`src/rtl/hazard_pkg.sv`:
```
// Shared widths and debug encodings for the pipeline hazard controller.
package hazard_pkg;
  localparam int REG_AW_DEF = 5;
  localparam int CNT_W_DEF  = 32;

  typedef enum logic [2:0] {
    CAUSE_NONE,
    CAUSE_LOAD_USE,
    CAUSE_RAW_LONG,
    CAUSE_WAW_LONG,
    CAUSE_STRUCT
  } stall_cause_e;
endpackage

```
`src/rtl/hazard_scoreboard.sv`:
```
// Tracks the single outstanding MDU op: busy flag, pending destination bits
// and a sticky error for writebacks that arrive with nothing outstanding.
module hazard_scoreboard
  import hazard_pkg::*;
#(
  parameter int REG_AW = REG_AW_DEF
) (
  input  logic                     clk,
  input  logic                     rst_n,
  input  logic                     issue,
  input  logic                     issue_wr,
  input  logic [REG_AW-1:0]        issue_rd,
  input  logic                     wb_valid,
  input  logic [REG_AW-1:0]        wb_rd,
  output logic [(1<<REG_AW)-1:0]   pending,
  output logic                     lop_busy,
  output logic                     lop_err
);

  // issue is only possible while not busy, so a writeback and an issue
  // never touch the scoreboard in the same cycle.
  always_ff @(posedge clk or negedge rst_n) begin
    if (!rst_n) begin
      pending  <= '0;
      lop_busy <= 1'b0;
      lop_err  <= 1'b0;
    end else begin
      if (wb_valid) begin
        if (lop_busy) begin
          lop_busy         <= 1'b0;
          pending[wb_rd]   <= 1'b0;
        end else begin
          lop_err <= 1'b1;
        end
      end
      if (issue) begin
        lop_busy <= 1'b1;
        if (issue_wr) pending[issue_rd] <= 1'b1;
      end
    end
  end

endmodule

```
`src/rtl/hazard_unit.sv`:
```
// Stall/flush decode for load-use, MDU scoreboard and branch squash hazards,
// plus a saturating count of stall cycles.
module hazard_unit
  import hazard_pkg::*;
#(
  parameter int REG_AW = REG_AW_DEF,
  parameter int CNT_W  = CNT_W_DEF
) (
  input  logic                     clk,
  input  logic                     rst_n,
  input  logic [REG_AW-1:0]        rs1_id,
  input  logic [REG_AW-1:0]        rs2_id,
  input  logic                     rs1_used_id,
  input  logic                     rs2_used_id,
  input  logic [REG_AW-1:0]        rd_id,
  input  logic                     regWrite_id,
  input  logic                     longOp_id,
  input  logic [REG_AW-1:0]        rd_ex,
  input  logic                     memRead_ex,
  input  logic                     branchTaken_ex,
  input  logic                     lop_wb_valid,
  input  logic [REG_AW-1:0]        lop_wb_rd,
  output logic                     stallPC,
  output logic                     stallIFID,
  output logic                     flushIFID,
  output logic                     flushIDEX,
  output logic                     lop_busy,
  output logic [(1<<REG_AW)-1:0]   pending,
  output logic [CNT_W-1:0]         stall_cycles,
  output logic                     lop_err
);

  logic         load_use, raw_long, waw_long, struct_haz;
  logic         stall, issue, rd_nz;
  stall_cause_e cause;

  assign rd_nz = (rd_id != '0);

  always_comb begin
    load_use   = memRead_ex && (rd_ex != '0) &&
                 ((rs1_used_id && rs1_id == rd_ex) || (rs2_used_id && rs2_id == rd_ex));
    // pending[0] is never set, so x0 sources cannot raise a RAW stall.
    raw_long   = (rs1_used_id && pending[rs1_id]) || (rs2_used_id && pending[rs2_id]);
    waw_long   = regWrite_id && rd_nz && pending[rd_id];
    struct_haz = longOp_id && lop_busy;

    cause = CAUSE_NONE;
    if      (load_use)   cause = CAUSE_LOAD_USE;
    else if (raw_long)   cause = CAUSE_RAW_LONG;
    else if (waw_long)   cause = CAUSE_WAW_LONG;
    else if (struct_haz) cause = CAUSE_STRUCT;

    stall = (cause != CAUSE_NONE);
    issue = longOp_id && !stall && !branchTaken_ex;

    stallPC   = 1'b0;
    stallIFID = 1'b0;
    flushIFID = 1'b0;
    flushIDEX = 1'b0;
    if (branchTaken_ex) begin
      flushIFID = 1'b1;
      flushIDEX = 1'b1;
    end else if (stall) begin
      stallPC   = 1'b1;
      stallIFID = 1'b1;
      flushIDEX = 1'b1;
    end
  end

  hazard_scoreboard #(.REG_AW(REG_AW)) u_scoreboard (
    .clk      (clk),
    .rst_n    (rst_n),
    .issue    (issue),
    .issue_wr (regWrite_id && rd_nz),
    .issue_rd (rd_id),
    .wb_valid (lop_wb_valid),
    .wb_rd    (lop_wb_rd),
    .pending  (pending),
    .lop_busy (lop_busy),
    .lop_err  (lop_err)
  );

  always_ff @(posedge clk or negedge rst_n) begin
    if (!rst_n) begin
      stall_cycles <= '0;
    end else if (stall && !branchTaken_ex && (stall_cycles != '1)) begin
      stall_cycles <= stall_cycles + 1'b1;
    end
  end

endmodule

```
`config.mk`:
```
export PLATFORM = sky130hd
export DESIGN_NAME = hazard_unit
export DESIGN_NICKNAME = d
export VERILOG_FILES = /design/src/rtl/hazard_pkg.sv /design/src/rtl/hazard_scoreboard.sv /design/src/rtl/hazard_unit.sv
export SDC_FILE = /design/constraint.sdc
export NUM_CORES = 1
export LEC_CHECK = 0
export CAP_MARGIN = 25
export CORE_UTILIZATION = 45
export CTS_BUF_LIST = sky130_fd_sc_hd__clkbuf_4 sky130_fd_sc_hd__clkbuf_8 sky130_fd_sc_hd__clkbuf_16
export CTS_CLUSTER_SIZE = 10
export DETAILED_ROUTE_END_ITERATION = 12
export GPL_ROUTABILITY_DRIVEN = 1
export PLACE_DENSITY = 0.79
export SKIP_CTS_REPAIR_TIMING = 1
export SLEW_MARGIN = 20
export SYNTH_ARGS = -nofsm -noshare
export SYNTH_HDL_FRONTEND = slang
export SYNTH_HIERARCHICAL = 1
export SYNTH_SLANG_ARGS = --single-unit
```
`constraint.sdc`:
```
create_clock -name clk -period 3.6 [get_ports clk]
set_clock_uncertainty 0.2 [all_clocks]
set_input_delay 0.72 -clock clk [delete_from_list [all_inputs] [get_ports clk]]
set_output_delay 0.72 -clock clk [all_outputs]
set_load 0.02 [all_outputs]
```
==> key figures <==
Clock tree
  • Worst skew pair latency: 340 ps
  • Clk slew on worst S/H paths: roughly 70 ps
  • TritonCTS Buffers: 9
  • Root buffer cell: clkbuf_8
  • TritonCTS clock tree: done
  • CTS max path bufs: 2
  • CTS H-tree lvls: 3
  • Clock Sinks: between 60 and 70

Placement
  • GP Congestion: 0.987
  • Dpl ws: -1090 ps
  • Placed cells: about 640
  • Port Buffers: about 100
  • DPL Wire Length: roughly 9700 um

Synthesis
  • Syn nets: about 420
  • EDFF count, synth: 0
  • Register bit count reported by yosys: 66
  • Synth top area cells: dfrtp_1 (41%), mux4_2 (9.4%), xor2_1 (7.8%), o21ai_0 (5.7%), mux2i_1 (3.7%)
  • Top_reg_cell synth: dfrtp_1
  • Synthesized area per cell: 10.5 sq um
  • Synth Instances: just under 400
  • Share of the yosys chip area belonging to registers: just over 40%
  • Synth async-reset ratio: 100%
  • Ys Warns: 6
  • Synth area leader: dfrtp_1
  • Distinct cell type count after synthesis: 48
  • Post-Syn Area: approximately 4000 sq um
  • Post-synth top area share: between 40% and 50%

STA
  • Slew @ Worst Pin: roughly 550 ps
  • Slew margin rel.: between 60% and 70%
  • Setup tns final: -316 ps
  • Worst Hold Slack: ~280 ps
  • Part of the cycle the worst path needs: 103%
  • RSZ-0062 raised after global routing: yes
  • Fin crit period: approximately 3700 ps
  • Upper clock frequency limit: 269 MHz
  • Final worst slack: -113 ps
  • Final Hold Fails: 0
  • Final setup fails: 4
  • Max Slew Vio Count: 0

Worst hold path
  • Hold path startpoint: u_scoreboard/lop_err
  • Hold worst-path end: u_scoreboard/lop_err
  • Min-Delay Path Class: register to register
  • WHS Path Cells: 1

Setup path
  • Bufs and invs on worst path: 3
  • Crit path required time: 2680 ps
  • CP endpoint kind: primary output
  • Cell Chain, Critical Path: buf_6 -> mux4_2 -> mux2_2 -> or3_1 -> a32o_2 -> a2111oi_4 -> buf_6 -> nand2b_4 -> buf_4
  • CP Launch Type: input port
  • CP max FO: 5
  • Worst r2r path cells: 12
  • CP dominant cell by count: buf_6
  • Crit-path slowest cell: mux4_2
  • Max incr delay on CP: 500 ps
  • Cell family with most CP delay: multiplexers
  • R2R Setup Slk: approximately 60 ps
  • Worst reg2reg path startpoint: u_scoreboard/pending[23]
  • Crit Path Class: input port to primary output
  • Reg2reg end: u_scoreboard/pending[20]
  • WP data arrival: 2790 ps

Drt
  • First drt pass iteration count: 5
  • DRC: 0
  • Routed wire length per instance: approximately 19 um
  • Drt initial violations: roughly 290
  • Vias: 4029
  • Vias per Instance: just over 6
  • Sum of routed wire length over all layers: ~13000 um
  • Antenna viol nets, final: 0

Die
  • Row cnt: 34
  • Horiz. Die Dim: around 97 um
  • Initial Util: around 47%
  • Full die area: ~9400 sq um
  • Core ar.: about 8700 sq um
  • IO Pins: roughly 100
  • Height of the die: ~97 um

Final layout
  • Ant. Diodes: 0
  • Finished Layout Cells: 659
  • Ratio of cells with drive above 1 in the final layout: between 20% and 30%
  • Nets: 581
  • Fillers: between 600 and 700
  • Synth-to-Final Area Change: 45.2%

GRT
  • Largest net degree at the start of global routing: 40
  • Total GRT Usage: between 20 and 30%
  • Global-route wire length before repair: between 20000 and 25000 um
  • Initial antenna violation count: 0
  • Vias in the first global route: between 4000 and 5000
  • GRT overflow: 0

Power
  • Comb pwr share: a little under a third
  • VDD IR-drop max: ~0.4 mV
  • Sw frac: between 30% and 40%
  • Lkg Pwr: between 0.002 and 0.003 uW
  • Pint: approximately 1600 uW
  • Power Dens Cells: a little under 400 nW/um^2
  • Clock power frac: between 20% and 30%
  • Part of the power in registers: 40.1%
  • Sw power: 764 uW

Outcome
  • Status: finished with violations
  • Violated checks: negative setup slack

Job
  • Max cap viols: 0
## cell families (layout without fill, tap and decap cells)
kind of cell    after synthesis  after routing  share of synthesized area (%)
fa+ha+maj                     1              1                          0.308
buf+inv                      26            190                           3.08
simple gates                127            127                           19.5
compound gates               87             87                           12.4
xor+xnor                     41             41                           8.85
mux                          39             39                           15.1
flops                        66             66                           40.7
## stage by stage
step                      area (sq um)  utilization [%]  total power, uW
final                             5890             67.5             2330
after global routing              5890             67.5             2430
after CTS                         5830             66.8             2330
after detailed placement          5620             64.4             1660
after global placement            5620             64.4             1650
after floorplan                   4110                -             1280
## state kept, by name, indices dropped and copies added, names as in the netlist
| register | cells |
|---|---|
| stall_cycles | 32 |
| u_scoreboard/lop_busy | 1 |
| u_scoreboard/lop_err | 1 |
| u_scoreboard/pending | 32 |
## placed cells by master, fill, tap and decap left out, drive strengths merged, types with 4 or more instances in the layout
| cell type | instances |
|---|---|
| nand2 | 18 |
| nand2b | 7 |
| dfrtp | 66 |
| mux2i | 15 |
| nor4 | 13 |
| nor3 | 7 |
| nor3b | 4 |
| clkdlybuf4s50 | 89 |
| xor2 | 36 |
| nand4b | 5 |
| or3 | 5 |
| dlymetal6s2s | 6 |
| nand3b | 8 |
| nor2 | 12 |
| nand4 | 10 |
| xnor2 | 5 |
| mux2 | 7 |
| or3b | 5 |
| nand3 | 9 |
| o22ai | 6 |
| inv | 8 |
| nor4b | 9 |
| o21ai | 68 |
| clkbuf | 14 |
| buf | 68 |
| mux4 | 17 |
## synth_stat cells (3+ instances only)
master / instances
nor2_1: 12
buf_4: 4
mux4_2: 17
or3_1: 5
nand2b_1: 7
dfrtp_1: 66
mux2i_1: 15
o21ai_1: 22
nor4b_1: 9
inv_1: 7
buf_2: 10
and3_1: 3
o22ai_1: 6
nand3_1: 9
nand3b_1: 8
o21ai_0: 46
nand4_1: 10
or3b_1: 4
nor3b_1: 4
nor3_1: 7
mux2_2: 7
nor4_1: 13
nand2_1: 18
xor2_1: 36
nand4b_1: 5
clkbuf_1: 5
and4b_1: 3
xnor2_1: 5
## worst reg2reg max path, stage by stage (launching register included)
cell       delay [ps]
dfrtp_1           400
mux4_2            480
mux2_2            270
or3_1             310
a32o_2            300
a2111oi_4         210
buf_6             180
nand2b_4           60
buf_4             140
nor2_4             90
nand2_1            60
or3_1             510
o21ai_1           240
## power by group through the flow
stage,clock (uW),sequential (uW),combinational (uW)
2_1_floorplan,0,1020,257
3_3_place_gp,0,938,708
3_5_place_dp,0,941,724
4_1_cts,674,930,727
5_1_grt,703,945,779
6_report,660,933,735
## final cells by class
| type | count | area, sq um | share of cell area [%] |
|---|---|---|---|
| inverters | 7 | 26.3 | 0.446 |
| well taps | 108 | 135 | 2.29 |
| repair buffers | 167 | 1520 | 25.8 |
| flip-flops and latches | 66 | 1650 | 28.0 |
| multi-input cells | 295 | 2340 | 39.8 |
| clock inverters | 5 | 61.3 | 1.04 |
| clock buffers | 11 | 151 | 2.57 |
## layer usage
| metal | share of wire (%) | GRT usage [%] | up-vias |
|---|---|---|---|
| met3 | 8.3 | 6.65 | 57 |
| met5 | 0 | 0 | - |
| met2 | 49 | 44.5 | 240 |
| met1 | 39 | 33.9 | 1939 |
| met4 | 3.8 | 14.4 | 0 |
| li1 | - | - | 1793 |
## worst max-delay path by stage
stage / slack (ps) / start / cells after the start / end
global placement: -1020 / rs1_id[0] / 9 / flushIDEX
CTS: -1100 / rs1_id[0] / 9 / flushIDEX
detailed placement: -1090 / rs1_id[0] / 9 / flushIDEX
global route: -190 / rd_id[0] / 11 / flushIDEX
finish: -110 / rs1_id[0] / 9 / flushIDEX
floorplan: -210 / rs1_id[0] / 9 / stallPC
(Power assumes the default switching activity.)
==> variant: new RTL, same flow settings <==
The package constant `CNT_W_DEF` goes from 32 to 64.
--- a/src/rtl/hazard_pkg.sv
+++ b/src/rtl/hazard_pkg.sv
@@ -1,7 +1,7 @@
 // Shared widths and debug encodings for the pipeline hazard controller.
 package hazard_pkg;
   localparam int REG_AW_DEF = 5;
-  localparam int CNT_W_DEF  = 32;
+  localparam int CNT_W_DEF  = 64;
 
   typedef enum logic [2:0] {
     CAUSE_NONE,
Ports: changed (resized stall_cycles); port bits go from 104 to 136. No check against the original RTL was run, so the function may have changed too.
==> variant against the unedited design <==
Register-to-register slack improved by 80 ps. Via count increased by 36%. Design area increased by 36%. Sequential cell count increased by 32. Setup slack improved by 160 ps. Non-clock buffer count grew 35. Sequential power grew 39%. Area after synthesis is 39% higher. Combinational power is 4.6% lower. Largest cell class unchanged. Power up 32%. Highest routed layer is now met5. Routed wire length increased by 40%.
==> variant: results (changes against the unedited design) <==
status: "finished clean"
drtIter0Drc: 442  # +53%
grt_start_max_net_pins: 58  # +45%
largestRegisters: "stall_cycles: 64 flops, u_scoreboard/pending: 32 flops"
syn_nets: 581  # +38%
n_antenna_cell: 0  # unchanged
numCtsBuffers: 9  # unchanged
final_nets: 768  # +32%
worstMarginPinSlew_ps: 747  # +201 ps
grt_pass1_vias: 5281  # +27%
htree_num_levels: 3  # unchanged
fill_cells: 943  # +40%
ys_types: 48  # unchanged
synth_area_leaders: "dfrtp_1 (43%), xnor2_1 (11%), mux4_2 (7.6%)"
hpwl_um: 13000  # +35%
ys_seq_area_frac: 0.434  # +0.0267
wl_met1_um: 7360  # +47%
antenna_found_initial: 1  # +1
drt_first_pass_iters: 5  # unchanged
reg2reg_depth: 11  # -1
clockBufferDepth: 2  # unchanged
arrival_ps: 2630  # -160 ps
path_max_fanout: 4  # -1
cp_slowest_stage_delay_ps: 380  # -120 ps
grt_pass1_wl_um: 28400  # +39%
met3_length_um: 1430  # +36%
crit_family: "compound AO/OA/AOI/OAI gates"
port_buffers: 135  # +31%
place_congestion: 0.925  # -6.3%
wl_um: 17900  # +40%
pre_cts_ws_ps: -793  # +297 ps
clockRootBuffer: "clkbuf_16"
p_leak_nw: 3.25  # +26%
synth-async-reset-ratio: 1.00  # unchanged
top_layer_used: "met5"
synthTopCellsByCount: "dfrtp_1 (98), xnor2_1 (70), nand4_1 (47)"
place_inst: 889  # +38%
p_sw_uw: 916  # +20%
holdCritPathClass: "in2async"
postSynthAreaPerCell_um2: 10.4  # -1.2%
crit_slowest_cell: "a221oi_1"
reg2reg_from: "u_scoreboard/pending[22]"
startpoint: "rs2_id[0]"
viasPerCell: 6.04  # -1.2%
drive_above_1_share: 0.186  # -0.0376
ir_worst_vdd_uv: 317  # -21%
grt_use_total: 0.282  # +0.00772
wl_met2_um: 8540  # +37%
wl_per_cell_um: 19.8  # +2.1%
==> variant: power by group through the flow <==
stage,Clock [mW],Combinational [mW],Sequential [mW]
final,1.07,0.701,1.30
after global routing,1.14,0.746,1.30
after CTS,1.09,0.684,1.29
after detailed placement,0,0.680,1.31
after global placement,0,0.663,1.30
after floorplan,0,0.248,1.35
==> variant: cell type report <==
cell class,instances,area (µm²),area share
clock inverters,6,96.3,0.0120
well taps,168,210,0.0262
flip-flops and latches,98,2450,0.305
clock buffers,10,233,0.0290
repair buffers,202,1910,0.238
inverters,7,26.3,0.00327
multi-input cells,415,3100,0.386
==> variant: path summary, 6_finish.rpt <==
kind | to | slack (ps)
worst max-delay path | stallPC | 50
max in group asynchronous | stall_cycles[54] | 2270
worst min-delay path | u_scoreboard/pending[3] | 230
worst max register to register | u_scoreboard/pending[0] | 140
worst min register to register | stall_cycles[15] | 290
min in group clk | stall_cycles[15] | 290
==> variant: logic make-up after synthesis <==
kind of cell	count (synthesis)	synth area share
xor+xnor	73	0.113
fa+ha+maj	1	0.00221
buf+inv	33	0.0274
simple gates	219	0.225
compound gates	85	0.0881
flops	98	0.434
mux	37	0.110
==> variant: layer usage <==
metal / global-route usage / vias to the layer above
met5: 0 / -
met4: 0.128 / 2
met3: 0.0598 / 56
met2: 0.435 / 295
met1: 0.384 / 2698
li1: - / 2423
==> variant: per-stage QoR <==
| step | utilization | cell area [µm²] | hold slack (ps) | total power, mW |
|---|---|---|---|---|
| 5_1_grt | 0.663 | 8030 | 295 | 3.19 |
| 3_3_place_gp | 0.628 | 7610 | 266 | 1.97 |
| 2_1_floorplan | - | 5660 | 224 | 1.60 |
| 4_1_cts | 0.655 | 7940 | 253 | 3.06 |
| 6_report | 0.663 | 8030 | 234 | 3.07 |
| 3_5_place_dp | 0.628 | 7610 | 266 | 1.99 |
